### config.mk
export PLATFORM = sky130hd
export DESIGN_NAME = packet_copy_arbiter
export DESIGN_NICKNAME = d
export VERILOG_FILES = /design/src/rtl/packet_copy_arbiter_pkg.sv /design/src/rtl/packet_copy_arbiter_rr_select.sv /design/src/rtl/packet_copy_arbiter.sv
export SDC_FILE = /design/constraint.sdc
export NUM_CORES = 1
export LEC_CHECK = 0
export ABC_AREA = 1
export BUFFER_PORTS_ARGS = -buffer_cell sky130_fd_sc_hd__buf_2
export CORE_MARGIN = 2
export CORE_UTILIZATION = 32
export CTS_BUF_LIST = sky130_fd_sc_hd__clkbuf_8
export CTS_CLUSTER_DIAMETER = 120
export DETAILED_ROUTE_END_ITERATION = 10
export SETUP_SLACK_MARGIN = 0.5
export SYNTH_ARGS = -nofsm -noshare
export SYNTH_HDL_FRONTEND = slang
export SYNTH_SLANG_ARGS = --single-unit
### constraint.sdc
create_clock -name iclk -period 1.8 [get_ports iclk]
set_input_delay 0.18 -clock iclk [delete_from_list [all_inputs] [get_ports iclk]]
set_output_delay 0.18 -clock iclk [all_outputs]
set_load 0.03 [all_outputs]
### src/rtl/packet_copy_arbiter_pkg.sv
// Shared constants and FSM state type for the packet-copy arbiter.
package packet_copy_arbiter_pkg;

  localparam int unsigned NumPorts     = 4;
  localparam int unsigned PortW        = 2;
  localparam int unsigned DefFifoWidth = 11;
  localparam int unsigned DefDepthRam  = 2048;
  localparam int unsigned DefTimeout   = 64;

  typedef enum logic [2:0] {
    StIdle,
    StGrant,
    StWaitReq,
    StXfer,
    StDone
  } state_e;

endpackage

### src/rtl/packet_copy_arbiter_rr_select.sv
// Round-robin pick: first set request bit at or after ptr_i, scanning upward modulo 4.
module packet_copy_arbiter_rr_select
  import packet_copy_arbiter_pkg::*;
(
  input  logic [NumPorts-1:0] req_i,
  input  logic [PortW-1:0]    ptr_i,
  output logic [PortW-1:0]    idx_o,
  output logic                valid_o
);

  // Scan from the farthest offset down so the nearest candidate is assigned last.
  always_comb begin
    idx_o   = '0;
    valid_o = 1'b0;
    for (int i = NumPorts - 1; i >= 0; i--) begin
      if (req_i[ptr_i + PortW'(i)]) begin
        idx_o   = ptr_i + PortW'(i);
        valid_o = 1'b1;
      end
    end
  end

endmodule

### src/rtl/packet_copy_arbiter.sv
// Central packet-copy scheduler: round-robin grant, descriptor capture, byte-wise buffer read.
module packet_copy_arbiter
  import packet_copy_arbiter_pkg::*;
#(
  parameter int unsigned pFIFO_WIDTH = DefFifoWidth,
  parameter int unsigned pDEPTH_RAM  = DefDepthRam,
  parameter int unsigned pTIMEOUT    = DefTimeout,
  localparam int unsigned AW         = $clog2(pDEPTH_RAM)
) (
  input  logic                          iclk,
  input  logic                          i_rst,
  input  logic [NumPorts-1:0]           i_pending,
  input  logic [NumPorts-1:0]           i_request,
  input  logic [NumPorts*pFIFO_WIDTH-1:0] i_length,
  input  logic [NumPorts*PortW-1:0]     i_dst_port,
  input  logic [NumPorts*AW-1:0]        i_start_adress,
  input  logic                          i_out_busy,
  output logic [NumPorts-1:0]           o_w_permition,
  output logic [PortW-1:0]              o_rd_sel,
  output logic [AW-1:0]                 o_rd_addr,
  output logic                          o_rd_en,
  output logic                          o_sop,
  output logic                          o_eop,
  output logic [PortW-1:0]              o_dst_port,
  output logic                          o_busy,
  output logic                          o_timeout
);

  localparam int unsigned TW = $clog2(pTIMEOUT) + 1;

  state_e                 state_q;
  logic [PortW-1:0]       sel_q, rr_ptr_q;
  logic [TW-1:0]          tmo_cnt_q;
  logic [AW-1:0]          addr_q;
  logic [pFIFO_WIDTH-1:0] remain_q;
  logic                   first_q;

  logic [PortW-1:0]       rr_idx;
  logic                   rr_valid;
  logic [pFIFO_WIDTH-1:0] req_len;
  logic [AW-1:0]          req_addr;
  logic [PortW-1:0]       req_dst;

  packet_copy_arbiter_rr_select u_rr_select (
    .req_i   (i_pending),
    .ptr_i   (rr_ptr_q),
    .idx_o   (rr_idx),
    .valid_o (rr_valid)
  );

  assign req_len  = i_length[int'(sel_q) * pFIFO_WIDTH +: pFIFO_WIDTH];
  assign req_addr = i_start_adress[int'(sel_q) * AW +: AW];
  assign req_dst  = i_dst_port[int'(sel_q) * PortW +: PortW];

  always_ff @(posedge iclk or posedge i_rst) begin
    if (i_rst) begin
      state_q       <= StIdle;
      sel_q         <= '0;
      rr_ptr_q      <= '0;
      tmo_cnt_q     <= '0;
      addr_q        <= '0;
      remain_q      <= '0;
      first_q       <= 1'b0;
      o_w_permition <= '0;
      o_rd_sel      <= '0;
      o_rd_addr     <= '0;
      o_rd_en       <= 1'b0;
      o_sop         <= 1'b0;
      o_eop         <= 1'b0;
      o_dst_port    <= '0;
      o_busy        <= 1'b0;
      o_timeout     <= 1'b0;
    end else begin
      // Pulse outputs default low; states below raise them for one cycle.
      o_w_permition <= '0;
      o_timeout     <= 1'b0;
      o_rd_en       <= 1'b0;
      o_sop         <= 1'b0;
      o_eop         <= 1'b0;
      unique case (state_q)
        StIdle: begin
          if (rr_valid) begin
            sel_q   <= rr_idx;
            state_q <= StGrant;
            o_busy  <= 1'b1;
          end
        end
        StGrant: begin
          o_w_permition <= NumPorts'(1) << sel_q;
          tmo_cnt_q     <= '0;
          state_q       <= StWaitReq;
        end
        StWaitReq: begin
          // A request on the terminal-count cycle still wins over the timeout.
          if (i_request[sel_q]) begin
            remain_q   <= req_len;
            addr_q     <= req_addr;
            o_dst_port <= req_dst;
            o_rd_sel   <= sel_q;
            first_q    <= 1'b1;
            state_q    <= (req_len == '0) ? StDone : StXfer;
          end else if (tmo_cnt_q == TW'(pTIMEOUT - 1)) begin
            o_timeout <= 1'b1;
            state_q   <= StDone;
          end else begin
            tmo_cnt_q <= tmo_cnt_q + 1'b1;
          end
        end
        StXfer: begin
          if (!i_out_busy) begin
            o_rd_en   <= 1'b1;
            o_rd_addr <= addr_q;
            o_sop     <= first_q;
            o_eop     <= (remain_q == pFIFO_WIDTH'(1));
            first_q   <= 1'b0;
            addr_q    <= addr_q + 1'b1;
            remain_q  <= remain_q - 1'b1;
            if (remain_q == pFIFO_WIDTH'(1)) begin
              state_q <= StDone;
            end
          end
        end
        StDone: begin
          rr_ptr_q <= sel_q + 1'b1;
          state_q  <= StIdle;
          o_busy   <= 1'b0;
        end
        default: begin
          state_q <= StIdle;
          o_busy  <= 1'b0;
        end
      endcase
    end
  end

endmodule

# == Word-level counts from Yosys, hierarchy flattened ==
# Cells that the tools add are included.
# classes
n_lt_le_gt_ge,5
addsub,7
muxes,49
mul,1
n_eq_ne,13
shifts,4
n_reduce_logical,12
bitwise_logic,2
# ops
operator,n
$shiftx 44x7->11,2
$mux 11,4
$pmux 11 s2,2
$mux 1,21
$mux 3,6
$lt 2x3->1 const B,5
$mux 7,2
$pmux 7 s2,1
$ne 2x2->1 const B,6
$pmux 3 s4,1
$add 11x1->11 const B,1
$eq 11x1->1 const B,1
$logic_not 11->1,1
$sub 11x1->11 const B,1
$bmux 1 s2,5
$mux 2,4
$reduce_and 2->1,4
$shiftx 8x4->2,1
$add 7x1->7 const B,1
$eq 7x6->1 const B,1
$eq 3x2->1 const B,2
$mul 2x4->6 const B,1
$reduce_and 3->1,2
$add 2x1->2 const B,2
12 further kinds,16
# word_totals
ff_bits,61
in_bits,107

# == Depth between registers and ports, before layout ==
# logic_depth
word_depth,9
ltp_mapped,13
ltp_nobuf,11

# == By module ==
# A second synthesis with hierarchy kept.
# hier_totals
hier_cells,597
area_unflattened_um2,4199.0
# modules_own_cells
mod,n_inst,area_per_inst_um2,cells_per_inst,seq_area_each_um2
packet_copy_arbiter,1,3983.8,553,1526.5
packet_copy_arbiter_rr_select,1,215.2,44,0.0

# == Least setup slack after synthesis ==
# OpenSTA, ideal clock, no wires.
# synth_timing
path_kind,register to register
from,register state_q[2]
to,register addr_q[8]
t_arrival_ps,1437
path_slack_ps,238
path_stages_with_launch,12
n_path_buf,2
required_ps,1675
setup_time_ps,125
path_cell_list,dfrtp_1 > inv_2 > nand2_2 > nor2_4 > inv_2 > or2_0 > buf_2 > nand2_2 > buf_6 > inv_2 > a31oi_1 > a21oi_1
# synth_between
elab_chain_len,3
# synth_rtl
element,line,text
start: declaration,packet_copy_arbiter.sv:31,state_e state_q;
start signal: assignment,packet_copy_arbiter.sv:57,state_q <= StIdle;
start signal: assignment,packet_copy_arbiter.sv:84,state_q <= StGrant;
start signal: assignment,packet_copy_arbiter.sv:91,state_q <= StWaitReq;
$eq 3x2->1,packet_copy_arbiter.sv:80,unique case (state_q)
$ne 2x2->1 (no line) / $reduce_bool 2->1 (equally long branches),n/a,
$reduce_and 3->1 (no line),n/a,
end signal: assignment,packet_copy_arbiter.sv:97,addr_q <= req_addr;
end signal: assignment,packet_copy_arbiter.sv:116,addr_q <= addr_q + 1'b1;
end: declaration,packet_copy_arbiter.sv:34,logic [AW-1:0] addr_q;
# Parallel ways exist; a longest one is shown, timed or not.
# A chain may end at the register's enable or synchronous reset.

# == Worst setup path after layout ==
# layout_timing
from,register state_q[1]
to,register remain_q[8]
# layout_between
elab_chain_len,3
# layout_rtl
element,line,text
$eq 3x2->1,packet_copy_arbiter.sv:80,
$ne 2x2->1 (no line) / $reduce_bool 2->1 (equally long branches),n/a,
$reduce_and 3->1 (no line),n/a,
end signal: assignment,packet_copy_arbiter.sv:96,remain_q <= req_len;
end signal: assignment,packet_copy_arbiter.sv:117,remain_q <= remain_q - 1'b1;
end: declaration,packet_copy_arbiter.sv:35,logic [pFIFO_WIDTH-1:0] remain_q;
# Parallel ways exist; a longest one is shown, timed or not.

==> results.sh <==
export IMPL_status="finished, final reports clean"
export IMPL_max_cap_violations=0
export IMPL_synthesis_area_um2=3988
export IMPL_fin_crit_sh_pct=89.82
export IMPL_clockBufferDepth=2
export IMPL_post_synth_num_cell_types=37
export IMPL_drive_above_1_share_pct=40.49
export IMPL_overflow=0
export IMPL_critical_path_max_stage_delay_ns=0.47
export IMPL_finalSetupViolCount=0
export IMPL_power_density_nw_per_um2=1818
export IMPL_start_kind="register"
export IMPL_ys_ff_latch=61
export IMPL_clkTransAtPathRegs_ns=0.08
export IMPL_die_h_um=115.6
export IMPL_hp_class="primary input to register"
export IMPL_syn_to_final_growth_pct=59.24
export IMPL_wl_met1_mm=5.725
export IMPL_drtIter0Drc=250
export IMPL_synth_edf_count=0
export IMPL_crit_arrival_ns=1.89
export IMPL_initial_utilization_pct=32.92
export IMPL_worst_clock_skew_ns=0.008891
export IMPL_post_dp_hpwl_mm=9.112
export IMPL_clock_latency_ns=0.35
export IMPL_yosys_warnings=0
export IMPL_avgSynthCellArea_um2=6.747
export IMPL_syn_nets=706
export IMPL_final_min_clock_period_ns=1.617
export IMPL_grt_use_total_pct=20.42
export IMPL_yosys_top_cells_area="dfrtp_1 (38%), nand2_1 (17%), o21ai_0 (8.7%)"
export IMPL_leakagePower_nw=3.122
export IMPL_grt_pass1_wl_mm=21.42
export IMPL_dr_wl_met3_um=795
export IMPL_pre_cts_slack_ns=0.1353
export IMPL_clock_tree_root_cell="clkbuf_8"
export IMPL_htreeDepth=3
export IMPL_setup_slack_ns=0.1833
export IMPL_row_count=40
export IMPL_fmax_mhz=618.6
export IMPL_synth_top_flop_cell="dfrtp_1"
export IMPL_rsz0062_at_grt="yes"
export IMPL_final_nets=883
export IMPL_peakVddDrop_mv=0.5894
export IMPL_antenna_found_initial=0
export IMPL_routabilityCongestion=0.8783
export IMPL_core_area_um2=12110
export IMPL_setup_tns_ns=0
export IMPL_multiInputGateArea_um2=2581
export IMPL_drcViolationCount=0
export IMPL_viasPerCell=4.970
export IMPL_worstMarginPinSlew_ns=0.6551
export IMPL_cp_slowest_cell="dfrtp_1"
export IMPL_hold_viol=0
export IMPL_regArea_um2=1530
export IMPL_cts_made_buffers=9
export IMPL_worstPathCellList="nand2_4 > nor2_4 > inv_2 > or2_4 > nand2_8 > buf_12 > buf_16 > nand3_4 > o21ai_2"
export IMPL_seq_area_frac_synth_pct=38.28
export IMPL_crit_type="register to register"
export IMPL_drtAntennaViolNets=0
export IMPL_async_flop_share_pct=100.0
export IMPL_vias=4677
export IMPL_io_pins=131
export IMPL_maxSlewHeadroom_pct=56.23
export IMPL_diodes=0
export IMPL_die_area_um2=13370
export IMPL_highest_layer="met4"
export IMPL_die_x_um=115.6
export IMPL_drt_wl_total_mm=14.21
export IMPL_drtPass1Iterations=5
export IMPL_wl_per_cell_um=15.10
export IMPL_worstPathBufferInverterCount=3
export IMPL_path_delay_family="simple AND/OR/NAND/NOR gates"
export IMPL_cts_tree="done"
export IMPL_n_fill_cell=1168
export IMPL_wl_met2_mm=7.287
export IMPL_maxSlewViolCount=0
export IMPL_worstSetupEndpointType="register"
export IMPL_yosysTopAreaCellShare_pct=38.28
export IMPL_grt_start_max_net_pins=32
export IMPL_grt_pass1_vias=4599
export IMPL_critPathMaxFanout=7
export IMPL_synth_cells=591
export IMPL_yosys_area_top_type="dfrtp_1"
export IMPL_io_buffers=130
export IMPL_crit_required_ns=2.08
export IMPL_clock_sinks=61
through the flow:
stage               power (W)  hold slack, ns  cells  utilization (%)  area, µm²
detailed placement   0.007553          0.3121    878            40.88       4951
floorplan            0.006161          0.2923    591                -       4089
global placement     0.007440          0.3125    878            40.88       4951
global route          0.01243          0.2886    941            52.43       6350
CTS                   0.01044          0.2390    922            48.61       5887
finish                0.01155          0.2462    941            52.43       6350
routing by layer:
metal	vias up	track usage, %
met5	-	0
met4	0	9.286
met3	29	2.249
met2	183	37.74
met1	2174	23.66
li1	2291	-
Yosys cell counts, types with 2 or more instances:
cell type  instances
a21oi_1           21
a31oi_1            4
buf_2             14
buf_6              2
clkbuf_1          12
dfrtp_1           61
ha_1               8
inv_1             54
inv_2              5
nand2_1          176
nand2_2            2
nand3_1           50
nand3b_1           2
nand4_1            5
nor2_1            59
nor3_1             8
nor3b_1            2
o21ai_0           69
o21ai_1            3
o22ai_1            9
o31ai_1            3
xor2_1             7
cells by family after synthesis:
group                      Yosys count  share of synthesized area [%]
buffers and inverters               89                          9.288
AOI/OAI and AO/OA                  115                          15.53
muxes                                2                         0.5334
adders and majority gates            8                          2.510
DFF                                 61                          38.28
xor gates and xnor gates             8                          1.757
and+or+nand+nor                    308                          32.10
flip-flops by register name, indices dropped and copies added (netlist names), 2 cells and up:
signal / cells
sel_q: 2
tmo_cnt_q: 7
state_q: 3
o_rd_addr: 11
o_dst_port: 2
o_w_permition: 4
rr_ptr_q: 2
o_rd_sel: 2
addr_q: 11
remain_q: 11
area by class of cell:
cell class / count / area share (%)
Tap cell: 168 / 3.310
Sequential cell: 61 / 24.10
Clock buffer: 9 / 1.951
Timing Repair Buffer: 196 / 24.57
Multi-Input combinational cell: 441 / 40.65
Clock inverter: 7 / 1.438
Inverter: 59 / 3.980
worst paths after layout:
| path | endpoint | slack [ns] | from | cells after the start |
|---|---|---|---|---|
| max | remain_q[8] | 0.18 | state_q[1] | 9 |
| min | o_dst_port[0] | 0.25 | i_dst_port[0] | 5 |
| max reg2reg | remain_q[8] | 0.18 | state_q[1] | 9 |
| min reg2reg | o_rd_addr[1] | 0.48 | o_rd_addr[1] | 2 |
| max in group asynchronous | remain_q[0] | 0.74 | i_rst | 4 |
| min in group asynchronous | o_timeout | 0.47 | i_rst | 3 |
timing repair:
action,in CTS,in global routing
pin swaps,15,16
setup endpoints to repair,53,58
hold buffers,1,0
endpoints found under the hold margin,26,0
resized for setup,101,73
buffers inserted,20,14
gates cloned,7,5
worst register-to-register path, cell delays in order, from the launching register on:
cell,delay (ns)
dfrtp_1,0.47
nand2_4,0.11
nor2_4,0.12
inv_2,0.04
or2_4,0.27
nand2_8,0.15
buf_12,0.14
buf_16,0.12
nand3_4,0.06
o21ai_2,0.07
placed cells by master (no fill, tap or decap), types with 15 or more instances in the layout:
master   netlist  routed
a21oi_1       21      15
buf_2         14     130
buf_4          1      34
dfrtp_1       61      58
inv_1         54      47
nand2_1      176     150
nand2_2        2      21
nand3_1       50      42
nor2_1        59      50
o21ai_0       69      33
o21ai_1        3      23
o21ai_2        0      15
where the power goes:
group          switching, W  leakage, nW  internal (W)  total, W
combinational       0.00442         2.26       0.00332   0.00774
clock              0.000594        0.103      0.000771   0.00137
sequential         0.000497        0.759       0.00194   0.00244
Note: power is estimated with default switching activity, not from simulation.
